[src/rtl/stream_lane_scheduler.sv]
// Round-robin frame scheduler: spreads whole sop..eop frames over NUM_LANES lanes
// and merges lane outputs back into a single stream in the original frame order.
module stream_lane_scheduler #(
  parameter int NUM_LANES = 2,
  parameter int wDataIn   = 16,
  parameter int wDataOut  = 16,
  parameter int wLane     = 1
) (
  input  logic                            clk,
  input  logic                            rst,
  input  logic                            sink_valid,
  output logic                            sink_ready,
  input  logic [1:0]                      sink_error,
  input  logic                            sink_sop,
  input  logic                            sink_eop,
  input  logic [wDataIn-1:0]              sink_real,
  input  logic [wDataIn-1:0]              sink_imag,
  input  logic [11:0]                     fftpts_in,
  output logic [NUM_LANES-1:0]            lane_sink_valid,
  input  logic [NUM_LANES-1:0]            lane_sink_ready,
  output logic [1:0]                      lane_sink_error,
  output logic                            lane_sink_sop,
  output logic                            lane_sink_eop,
  output logic [wDataIn-1:0]              lane_sink_real,
  output logic [wDataIn-1:0]              lane_sink_imag,
  output logic [NUM_LANES*12-1:0]         lane_fftpts,
  input  logic [NUM_LANES-1:0]            lane_source_valid,
  input  logic [NUM_LANES-1:0]            lane_source_sop,
  input  logic [NUM_LANES-1:0]            lane_source_eop,
  input  logic [NUM_LANES*2-1:0]          lane_source_error,
  input  logic [NUM_LANES*wDataOut-1:0]   lane_source_real,
  input  logic [NUM_LANES*wDataOut-1:0]   lane_source_imag,
  output logic [NUM_LANES-1:0]            lane_source_ready,
  output logic                            source_valid,
  input  logic                            source_ready,
  output logic                            source_sop,
  output logic                            source_eop,
  output logic [1:0]                      source_error,
  output logic [wDataOut-1:0]             source_real,
  output logic [wDataOut-1:0]             source_imag,
  output logic [11:0]                     fftpts_out,
  output logic                            err_framing
);

  logic [wLane-1:0]    disp_ptr;
  logic [wLane-1:0]    merge_ptr;
  logic                in_frame;
  logic                fwd;
  logic                accept;
  logic                sel_sink_ready;
  logic                out_open;
  logic                load;
  logic                m_valid;
  logic                m_sop;
  logic                m_eop;
  logic [1:0]          m_error;
  logic [wDataOut-1:0] m_real;
  logic [wDataOut-1:0] m_imag;
  logic [11:0]         m_fftpts;

  function automatic logic [wLane-1:0] next_lane(input logic [wLane-1:0] p);
    return (p == wLane'(NUM_LANES - 1)) ? '0 : p + wLane'(1);
  endfunction

  assign lane_sink_error = sink_error;
  assign lane_sink_sop   = sink_sop;
  assign lane_sink_eop   = sink_eop;
  assign lane_sink_real  = sink_real;
  assign lane_sink_imag  = sink_imag;

  // Dispatch and merge handshakes are combinational; gated by rst so they drop at once.
  always_comb begin
    fwd               = in_frame || sink_sop;
    out_open          = !source_valid || source_ready;
    sel_sink_ready    = 1'b0;
    lane_sink_valid   = '0;
    lane_source_ready = '0;
    m_valid           = 1'b0;
    m_sop             = 1'b0;
    m_eop             = 1'b0;
    m_error           = '0;
    m_real            = '0;
    m_imag            = '0;
    m_fftpts          = '0;
    for (int k = 0; k < NUM_LANES; k++) begin
      if (disp_ptr == wLane'(k)) begin
        sel_sink_ready     = lane_sink_ready[k];
        lane_sink_valid[k] = !rst && sink_valid && fwd;
      end
      if (merge_ptr == wLane'(k)) begin
        lane_source_ready[k] = !rst && out_open;
        m_valid  = lane_source_valid[k];
        m_sop    = lane_source_sop[k];
        m_eop    = lane_source_eop[k];
        m_error  = lane_source_error[k*2 +: 2];
        m_real   = lane_source_real[k*wDataOut +: wDataOut];
        m_imag   = lane_source_imag[k*wDataOut +: wDataOut];
        m_fftpts = lane_fftpts[k*12 +: 12];
      end
    end
    sink_ready = !rst && (sel_sink_ready || !fwd);
    accept     = sink_valid && sink_ready;
    load       = !rst && m_valid && out_open;
  end

  always_ff @(posedge clk or posedge rst) begin
    if (rst) begin
      disp_ptr     <= '0;
      merge_ptr    <= '0;
      in_frame     <= 1'b0;
      lane_fftpts  <= '0;
      err_framing  <= 1'b0;
      source_valid <= 1'b0;
      source_sop   <= 1'b0;
      source_eop   <= 1'b0;
      source_error <= '0;
      source_real  <= '0;
      source_imag  <= '0;
      fftpts_out   <= '0;
    end else begin
      // Beats outside a frame are swallowed and flagged rather than stalling upstream.
      if (accept) begin
        if (!fwd) begin
          err_framing <= 1'b1;
        end else begin
          if (sink_sop) begin
            if (in_frame) err_framing <= 1'b1;
            in_frame <= 1'b1;
            for (int k = 0; k < NUM_LANES; k++)
              if (disp_ptr == wLane'(k)) lane_fftpts[k*12 +: 12] <= fftpts_in;
          end
          if (sink_eop) begin
            in_frame <= 1'b0;
            disp_ptr <= next_lane(disp_ptr);
          end
        end
      end
      // Output register stage
      if (load) begin
        source_valid <= 1'b1;
        source_sop   <= m_sop;
        source_eop   <= m_eop;
        source_error <= m_error;
        source_real  <= m_real;
        source_imag  <= m_imag;
        fftpts_out   <= m_fftpts;
        if (m_eop) merge_ptr <= next_lane(merge_ptr);
      end else if (source_ready) begin
        source_valid <= 1'b0;
      end
    end
  end

endmodule

[config.mk]
export PLATFORM = sky130hd
export DESIGN_NAME = stream_lane_scheduler
export DESIGN_NICKNAME = d
export VERILOG_FILES = /design/src/rtl/stream_lane_scheduler.sv
export SDC_FILE = /design/constraint.sdc
export NUM_CORES = 1
export LEC_CHECK = 0
export CAP_MARGIN = 10
export CORE_MARGIN = 2
export CORE_UTILIZATION = 37
export DETAILED_ROUTE_END_ITERATION = 12
export HOLD_SLACK_MARGIN = 0.15
export PLACE_DENSITY_LB_ADDON = 0.05
export SYNTH_ARGS = -nofsm -noshare
export SYNTH_HDL_FRONTEND = slang
export SYNTH_SLANG_ARGS = --single-unit
[constraint.sdc]
create_clock -name clk -period 4.1 [get_ports clk]
set_input_delay 0.82 -clock clk [delete_from_list [all_inputs] [get_ports clk]]
set_output_delay 0.82 -clock clk [all_outputs]
set_load 0.02 [all_outputs]
==> impl_metrics.tcl <==
set metrics [dict create \
    status "finished, final reports clean" \
    die_area_um2 11500 \
    setup_violations 0 \
    yosys_warnings 0 \
    ant_nets 0 \
    pwr_density_cell_nw_per_um2 713 \
    grt_max_degree 79 \
    ios 243 \
    synth_adder_area_share_pct 0.318 \
    synth_most_common_cell "mux2_2" \
    cts_tree "built" \
    rsz0062_at_grt "false" \
    slew_headroom_pct 34.0 \
    report.final.hold_viol_count 0 \
    vias_per_cell 4.74 \
    netlist_area_um2 3940 \
    post-cts-setup-buffers 0 \
    final_nets 544 \
    pwr-share-clk_pct 15.0 \
    core_region_area_um2 10300 \
    cp_data_arrival_time_ps 2830 \
    synthDominantCellAreaShare_pct 48.9 \
    n_antenna_cell 0 \
    post_cts_resized 0 \
    synth_area_leaders "dfrtp_1, mux2_2, mux2_4" \
    tns_ps 0 \
    postPlaceCellArea_um2 5530 \
    syn_nets 405 \
    holdPathStages 2 \
    syn_avg_cell_area_um2 14.3 \
    slew_violations 0 \
    fin_crit_ps 3650 \
    yosys-top-cells-count "mux2_2, dfrtp_1, buf_4, mux2_4, inv_1" \
    place_hpwl_mm 6.69 \
    synth-edff-count 0 \
    dr.pass1.iters 4 \
    slowest_delay_ps 610 \
    hold_class "reg2reg" \
    comb_power_share_pct 51.1 \
    swShare_pct 34.2 \
    gp_congestion 0.704 \
    period_share_pct 89.0 \
    die-width_um 107 \
    synth_cells 276 \
    async_flop_share_pct 100 \
    ys_seq_area_share_pct 48.9 \
    wl_per_cell_um 16.8 \
    cts-root-buf "clkbuf_8" \
    drive_gt1_share_pct 34.1 \
    power_leakage_nw 2.39 \
    path_cells "clkdlybuf4s50_1 > inv_1 > ha_1 > nor3b_4 > nor2b_1 > clkdlybuf4s50_1" \
    synth_compound_area_share_pct 0.985 \
    yosys.area_share.simple_pct 2.80 \
    htree_levels 3 \
    std_cell_rows 37 \
    skew_ps 10.2 \
    vias 2630 \
    grt_overflow 0 \
    antenna_found_initial 0 \
    critical_path_required_ps 3280 \
    crit_type "in2out" \
    crit_top_cell "clkdlybuf4s50_1" \
    clk_pin_slew_ps 70 \
    drv_cap 0 \
    cp-start-kind "input port" \
    synth.distinct_cells 29 \
    synth-seq-cells 77 \
    cp_max_fo 6 \
    start_util_pct 38.2 \
    tightest_slew_ps 989 \
    synth_xor_area_share_pct 0.222 \
    area_growth_pct 45.7 \
    vdd_ir_drop_max_v 0.000324 \
    drt-total-wl_mm 9.33 \
    drt_iter0_markers 48 \
    final_area_um2 5740 \
    synth_top_family_by_area "multiplexers" \
    drc 0 \
    fp.dieH_um 107 \
    numCtsBuffers 9 \
    ys.flop_type "dfrtp_1" \
    io_buffers 174 \
    r2r_cells 4 \
    synthMuxAreaShare_pct 36.8 \
    gr-usage-all-layers_pct 16.8 \
    clk_latency_ps 330 \
    cp_slowest_cell "clkdlybuf4s50_1" \
    p_seq_share_pct 33.9 \
    clockBufferDepth 2 \
    grt_first_pass_wirelength_mm 14.8 \
    max_freq_mhz 274 \
    intPower_w 0.00269 \
    cts_sinks 77 \
    hold_buffers 0 \
    cp-end-kind "output port" \
    synth_largest_area_cell "dfrtp_1" \
    p_sw_w 0.00140 \
    grt_pass1_vias 2825 \
]
layout make-up:
cell class | instances | area, um^2
flip-flops and latches | 77 | 1930
clock inverters | 5 | 75.1
repair buffers | 178 | 1780
well taps | 136 | 170
multi-input cells | 144 | 1620
clock buffers | 10 | 138
inverters | 5 | 20.0
fillers | 893 | 4580
metal layers:
layer | vias up | track usage, % | wire length, um
li1 | 1215 | - | -
met1 | 1265 | 19.8 | 3720
met2 | 124 | 28.1 | 4500
met3 | 26 | 5.71 | 898
met4 | 0 | 6.68 | 209
met5 | - | 0 | 0
state kept, by name, summed over array words and instances (netlist names):
signal / cells
source_real: 16
source_valid: 1
source_error: 2
in_frame: 1
fftpts_out: 12
source_sop: 1
disp_ptr: 1
merge_ptr: 1
source_eop: 1
source_imag: 16
lane_fftpts: 24
err_framing: 1
cells in the final DEF, fill, tap and decap left out, types with 2 or more instances in the layout:
| master | netlist | final |
|---|---|---|
| nand3_1 | 2 | 2 |
| mux2_4 | 20 | 20 |
| nor2_1 | 3 | 3 |
| a41oi_1 | 2 | 2 |
| clkdlybuf4s50_1 | 0 | 174 |
| mux2_2 | 99 | 99 |
| dfrtp_1 | 77 | 76 |
| buf_4 | 37 | 3 |
| clkbuf_8 | 0 | 10 |
| nor2b_1 | 2 | 2 |
| mux2_1 | 2 | 2 |
| clkinv_2 | 0 | 4 |
| inv_1 | 5 | 4 |
| bufinv_16 | 0 | 2 |
power by group through the flow:
stage	clock (W)	sequential [W]	combinational, W
floorplan	0	0.00178	0.000791
global placement	0	0.00139	0.00210
detailed placement	0	0.00141	0.00212
CTS	0.000642	0.00140	0.00213
global route	0.000676	0.00146	0.00221
finish	0.000616	0.00139	0.00209
cells by family (layout without fill, tap and decap cells):
family	count (synthesis)	count (layout)
compound gates	5	5
buf+inv	55	198
xor+xnor	1	1
flops	77	77
simple gates	15	15
mux	122	122
fa+ha+maj	1	1
per-stage QoR:
| step | util, % | power, W | worst slack, ps | hold WS, ps | instances |
|---|---|---|---|---|---|
| 6_report | 55.6 | 0.00409 | 453 | 490 | 555 |
| 5_1_grt | 55.6 | 0.00434 | 342 | 528 | 555 |
| 4_1_cts | 55.6 | 0.00417 | 442 | 500 | 555 |
| 3_5_place_dp | 53.5 | 0.00352 | 449 | 481 | 540 |
| 3_3_place_gp | 53.5 | 0.00349 | 492 | 451 | 540 |
| 2_1_floorplan | - | 0.00257 | 229 | 505 | 276 |
critical path, delay by kind of cell:
kind	cells	cell delay [ps]
buffers and inverters	3	1270
and+or+nand+nor	2	500
adders and majority gates	1	240
final timing paths:
check,slack [ps],start,to
worst min-delay path,490,err_framing,err_framing
worst max register to register,1560,merge_ptr,source_real[7]
worst min register to register,490,err_framing,err_framing
max in group asynchronous,2040,rst,merge_ptr
worst max-delay path,450,sink_sop,lane_sink_valid[0]
min in group asynchronous,1390,rst,fftpts_out[4]
No activity file was read; power rests on OpenSTA's default activity.
